## src/rtl/johnson_step_ctrl.sv

```systemverilog
// ---------------------------------------------------------------------------
// johnson_step_ctrl
//   Command-driven sequencer for an N-bit Johnson (twisted-ring) counter.
//   A host hands over one command (direction, step count, step period) on a
//   valid/ready handshake.  The block then advances the phase register one
//   position per period, forward or reverse, until the count runs out or the
//   host aborts.  A one-cycle done pulse marks the end of every command.
//
//   Optional build macro: JOHNSON_STEP_ILLEGAL_DET_EN
//     defined   - phase register is checked every cycle; an illegal code is
//                 reloaded to the reset phase and o_err latches high.
//     undefined - no checker, o_err tied low.
//
// Ports
//   i_clock        rising-edge clock
//   i_reset_n      synchronous active-low reset
//   i_cmd_valid    command offered
//   o_cmd_ready    command can be accepted (IDLE only)
//   i_cmd_dir      1 = forward, 0 = reverse
//   i_cmd_steps    number of steps to perform
//   i_cmd_div      step period minus one, in clocks
//   i_abort        terminate running command
//   o_q            Johnson phase state
//   o_busy         command running
//   o_done         one-cycle completion/abort pulse
//   o_steps_left   remaining steps of the current command
//   o_err          sticky illegal-phase flag
//
// State | meaning
//   IDLE | waiting for a command, o_cmd_ready high
//   RUN  | prescaler counting down, stepping q at terminal count
//   DONE | single cycle, o_done high, then back to IDLE
// ---------------------------------------------------------------------------
module johnson_step_ctrl #(
    parameter int N     = 4,
    parameter int CNT_W = 16,
    parameter int DIV_W = 16
) (
    input  logic             i_clock,
    input  logic             i_reset_n,
    input  logic             i_cmd_valid,
    output logic             o_cmd_ready,
    input  logic             i_cmd_dir,
    input  logic [CNT_W-1:0] i_cmd_steps,
    input  logic [DIV_W-1:0] i_cmd_div,
    input  logic             i_abort,
    output logic [N-1:0]     o_q,
    output logic             o_busy,
    output logic             o_done,
    output logic [CNT_W-1:0] o_steps_left,
    output logic             o_err
);

    localparam logic [N-1:0] Q_INIT = {1'b1, {(N-1){1'b0}}};

    typedef enum logic [1:0] {
        S_IDLE = 2'd0,
        S_RUN  = 2'd1,
        S_DONE = 2'd2
    } state_t;

    state_t           r_state;
    logic [N-1:0]     r_q;
    logic             r_dir;
    logic [DIV_W-1:0] r_div;
    logic [DIV_W-1:0] r_presc;
    logic [CNT_W-1:0] r_steps_left;

    state_t           w_state_nxt;
    logic [N-1:0]     w_q_nxt;
    logic             w_dir_nxt;
    logic [DIV_W-1:0] w_div_nxt;
    logic [DIV_W-1:0] w_presc_nxt;
    logic [CNT_W-1:0] w_steps_nxt;
    logic [N-1:0]     w_q_fwd;
    logic [N-1:0]     w_q_rev;

    assign w_q_fwd = {~r_q[0], r_q[N-1:1]};
    assign w_q_rev = {r_q[N-2:0], ~r_q[N-1]};

`ifdef JOHNSON_STEP_ILLEGAL_DET_EN
    logic         r_err;
    logic         w_err_nxt;
    logic [N-2:0] w_trans;
    logic         w_legal;

    // A legal Johnson code is a single run of ones and a single run of zeros,
    // i.e. at most one bit boundary where neighbouring bits differ.
    assign w_trans = r_q[N-1:1] ^ r_q[N-2:0];
    assign w_legal = $onehot0(w_trans);
`endif

    always_comb begin
        w_state_nxt = r_state;
        w_q_nxt     = r_q;
        w_dir_nxt   = r_dir;
        w_div_nxt   = r_div;
        w_presc_nxt = r_presc;
        w_steps_nxt = r_steps_left;

        case (r_state)
            S_IDLE: begin
                if (i_cmd_valid) begin
                    w_dir_nxt   = i_cmd_dir;
                    w_div_nxt   = i_cmd_div;
                    w_presc_nxt = i_cmd_div;
                    w_steps_nxt = i_cmd_steps;
                    w_state_nxt = (i_cmd_steps == '0) ? S_DONE : S_RUN;
                end
            end
            S_RUN: begin
                // Abort takes priority over a step that falls due this cycle.
                if (i_abort) begin
                    w_state_nxt = S_DONE;
                end else if (r_presc != '0) begin
                    w_presc_nxt = r_presc - DIV_W'(1);
                end else begin
                    w_q_nxt     = r_dir ? w_q_fwd : w_q_rev;
                    w_steps_nxt = r_steps_left - CNT_W'(1);
                    w_presc_nxt = r_div;
                    if (r_steps_left == CNT_W'(1)) begin
                        w_state_nxt = S_DONE;
                    end
                end
            end
            S_DONE: begin
                w_state_nxt = S_IDLE;
            end
            default: begin
                w_state_nxt = S_IDLE;
            end
        endcase

`ifdef JOHNSON_STEP_ILLEGAL_DET_EN
        w_err_nxt = r_err;
        // Recovery overrides any step computed above; FSM keeps going.
        if (!w_legal) begin
            w_q_nxt   = Q_INIT;
            w_err_nxt = 1'b1;
        end
`endif
    end

    always_ff @(posedge i_clock) begin
        if (!i_reset_n) begin
            r_state      <= S_IDLE;
            r_q          <= Q_INIT;
            r_dir        <= 1'b0;
            r_div        <= '0;
            r_presc      <= '0;
            r_steps_left <= '0;
        end else begin
            r_state      <= w_state_nxt;
            r_q          <= w_q_nxt;
            r_dir        <= w_dir_nxt;
            r_div        <= w_div_nxt;
            r_presc      <= w_presc_nxt;
            r_steps_left <= w_steps_nxt;
        end
    end

`ifdef JOHNSON_STEP_ILLEGAL_DET_EN
    always_ff @(posedge i_clock) begin
        if (!i_reset_n) begin
            r_err <= 1'b0;
        end else begin
            r_err <= w_err_nxt;
        end
    end

    assign o_err = r_err;
`else
    assign o_err = 1'b0;
`endif

    assign o_cmd_ready  = (r_state == S_IDLE);
    assign o_busy       = (r_state == S_RUN);
    assign o_done       = (r_state == S_DONE);
    assign o_q          = r_q;
    assign o_steps_left = r_steps_left;

endmodule

```

## config.mk

```make
export PLATFORM = sky130hd
export DESIGN_NAME = johnson_step_ctrl
export DESIGN_NICKNAME = d
export VERILOG_FILES = /design/src/rtl/johnson_step_ctrl.sv
export SDC_FILE = /design/constraint.sdc
export NUM_CORES = 1
export LEC_CHECK = 0
export CORE_MARGIN = 8
export CORE_UTILIZATION = 52
export CTS_CLUSTER_DIAMETER = 100
export DETAILED_ROUTE_END_ITERATION = 16
export GPL_ROUTABILITY_DRIVEN = 0
export PLACE_DENSITY = 0.8
export SYNTH_ARGS = -nofsm -noshare
export SYNTH_HDL_FRONTEND = slang
export SYNTH_SLANG_ARGS = --single-unit
```

## constraint.sdc

```tcl
create_clock -name i_clock -period 2.3 [get_ports i_clock]
set_input_delay 0.46 -clock i_clock [delete_from_list [all_inputs] [get_ports i_clock]]
set_output_delay 0.46 -clock i_clock [all_outputs]
set_load 0.005 [all_outputs]
```

==> impl_metrics.csv <==
group,metric,value,unit
setup_path,cp-start-kind,"flip-flop",
finish,drive_gt1_share,9.41,%
min_path,min_path_type,"reg -> reg",
global_route,grt_pass1_vias,3015,
synthesis,async_reset_ff_share,0,%
place,port_buffers,59,
finish,diodes,0,
setup_path,worstPathCellList,"inv_1 -> ha_1 -> nor4b_4 -> nand4_4 -> a21boi_2 -> buf_4 -> nand2_1 -> a21oi_1",
routing,drc,0,
global_route,grt_pass1_wl,14900,um
synthesis,synth_cell_types,60,
floorplanning,num_io_pins,61,
synthesis,synthesis.nets,461,
clock_network,numCtsBuffers,5,
synthesis,synth_seq_area_share,34.4,%
finish,layout_commonest_cell,"nand2_1",
setup_path,crit_start,"r_presc[0]",
routing,firstDrtPassIters,5,
floorplanning,start_util,53.8,%
floorplanning,rows,28,
pwr,leakage,1.49,nW
synthesis,syn_avg_cell_area,7.63,um^2
run,max-cap-violations,0,
clock_network,cts-root-buf,"clkbuf_8",
status,status,"completed",
setup_path,crit_path_end_kind,"flip-flop",
pwr,power_density,865,mW/mm^2
place,hpwlAfterDp,6590,um
finish,nFillCells,532,
floorplanning,die-area,0.00893,mm^2
routing,vias_per_cell,5.98,
synthesis,synth_compound_area_share,26.7,%
pwr,ir_worst_vdd,0.000472,V
setup_path,crit_buf_inv,2,
timing,finalHoldViolCount,0,
setup_path,path_max_fanout,12,
clock_network,cts_tree,"done",
routing,routed-via-count,3306,
timing,rsz0062_at_grt,"no",
floorplanning,coreArea,0.00596,mm^2
synthesis,synth-simple-area-share,28.5,%
synthesis,synth_ff_type,"dfxtp_1",
routing,wirelength,9050,um
synthesis,synthMuxAreaShare,1.88,%
synthesis,synth_seq_cells,55,
floorplanning,die_x,94.5,um
synthesis,synth_xor_area_share,2.19,%
setup_path,critical-path-top-delay-family,"simple AND/OR/NAND/NOR gates",
setup_path,timing.rr.start,"r_presc[0]",
synthesis,synth_warnings,0,
synthesis,synth_top_family_by_area,"simple AND/OR/NAND/NOR gates",
clock_network,holdBufCountCts,0,
global_route,grt_overflow,0,
setup_path,crit_slowest_cell,"a21boi_2",
synthesis,synth-edff-count,0,
global_route,antenna_found_initial,0,
routing,drt_iter0_markers,267,
synthesis,synthAdderAreaFrac,1.56,%
min_path,hp-start,"r_div[5]",
finish,area_growth,25.6,%
clock_network,path_clk_slew,100,ps
timing,min_period,2100,ps
clock_network,post-cts-setup-buffers,0,
global_route,grt_use_total,20.4,%
clock_network,cts_resized,0,
clock_network,worstSkewPairLatency,310,ps
setup_path,crit_arrival,2340,ps
floorplanning,die_h,94.5,um
timing,finalWorstSetupSlack,198,ps
global_route,grt_max_degree,45,
timing,fmax,476,MHz
setup_path,criticalPathCategory,"reg -> reg",
setup_path,critPathRequiredTime,2540,ps
setup_path,critical_path.max_stage_delay,420,ps
routing,detail-route-antenna-nets,0,
timing,final_max_slew_viol_count,0,
finish,final_cell_mix,"86 x nand2_1, 59 x clkdlybuf4s50_1, 55 x dfxtp_1",
timing,finalClockSkew,5.76,ps
synthesis,synthCells,420,
clock_network,h-tree-depth,2,
routing,avgRoutedWirePerCell,16.4,um
timing,setup_viol,0,
timing,tns,0,ps
synthesis,syn_area,0.00320,mm^2
timing,period_share,91.4,%
place,dp_slack,102,ps
clock_network,clock_sinks,55,
clock_network,clockBufferDepth,2,
finish,nNetsFinal,518,
## per-stage QoR
stage / power, mW / instance area, um^2 / hold slack [ps] / util [%] / cells
final: 3.48 / 4020 / 464 / 67.6 / 553
after CTS: 3.48 / 4020 / 464 / 67.6 / 553
after global routing: 3.71 / 4020 / 478 / 67.6 / 553
after detailed placement: 2.81 / 3910 / 451 / 65.6 / 545
after global placement: 2.77 / 3910 / 439 / 65.6 / 545
after floorplan: 2.28 / 3200 / 433 / - / 420
## state kept, by name (all words and copies together) (netlist names)
register	flops
r_div	16
r_dir	1
r_presc	16
o_q	4
o_steps_left	16
r_state	2
## per-layer routing
layer	wire, um	track usage, %	vias up
li1	-	-	1627
met5	0	0	-
met1	4130	27.5	1566
met3	683	4.44	7
met4	69	4.81	0
met2	4170	32.6	106
## where the power goes
group	total, mW	internal [mW]	switching, mW
registers	1.29	1.09	0.195
clock network	0.677	0.353	0.324
logic	1.52	0.694	0.822
## kinds of logic after synthesis
| family | count (synthesis) |
|---|---|
| mux | 6 |
| flops | 55 |
| xor+xnor | 8 |
| other cells | 1 |
| simple gates | 175 |
| fa+ha+maj | 4 |
| compound gates | 137 |
| buf+inv | 34 |
## cells in the mapped netlist, types with 2 or more instances
library cell	number	share of area (%)
dfxtp_1	55	34
a21oi_1	47	7.3
nand2_1	86	10
and3_1	5	0.98
buf_4	2	0.47
clkbuf_1	17	2.0
xor2_1	2	0.55
o32ai_1	2	0.55
o41ai_1	2	0.55
nor4_2	2	0.78
nor3_1	7	1.1
o221ai_1	3	0.82
o211ai_1	12	2.8
buf_1	2	0.23
a31oi_1	10	2.0
nor4_1	6	1.2
a21o_1	6	1.4
mux2i_1	6	1.9
xnor2_1	6	1.6
nand2b_1	8	1.6
o31ai_1	5	1.2
and2_1	4	0.78
inv_1	4	0.47
buf_2	6	0.94
nor4_4	2	1.3
o21ai_0	31	4.8
a31o_2	2	0.55
nand4_1	5	0.98
nand3_1	6	0.94
clkinv_1	2	0.23
o21a_1	2	0.47
a211oi_1	2	0.47
ha_1	4	1.6
nor3_4	2	1.0
nor3b_1	3	0.70
a311oi_1	2	0.55
nor2_1	29	3.4
## path summary, 6_finish.rpt
kind,endpoint,slack [ps],cells after the start
min reg2reg,r_div[5],460,2
max,o_steps_left[3],200,8
max reg2reg,o_steps_left[3],200,8
min,r_div[5],460,2
## final cells by class
type	count	area, um^2	area share, %
multi-input combinational	331	1960	48.6
sequential	55	1100	27.4
timing repair buffer	78	733	18.2
tap	75	93.8	2.33
clock buffer	6	82.6	2.05
clock inverter	2	35.0	0.871
inverter	6	22.5	0.560
## worst register-to-register path, stage by stage (launching register included)
cell and delay (ps):
dfxtp_1 380, inv_1 110, ha_1 170, nor4b_4 310
nand4_4 260, a21boi_2 420, buf_4 200, nand2_1 50
a21oi_1 140
No activity file was read; power rests on OpenSTA's default activity.
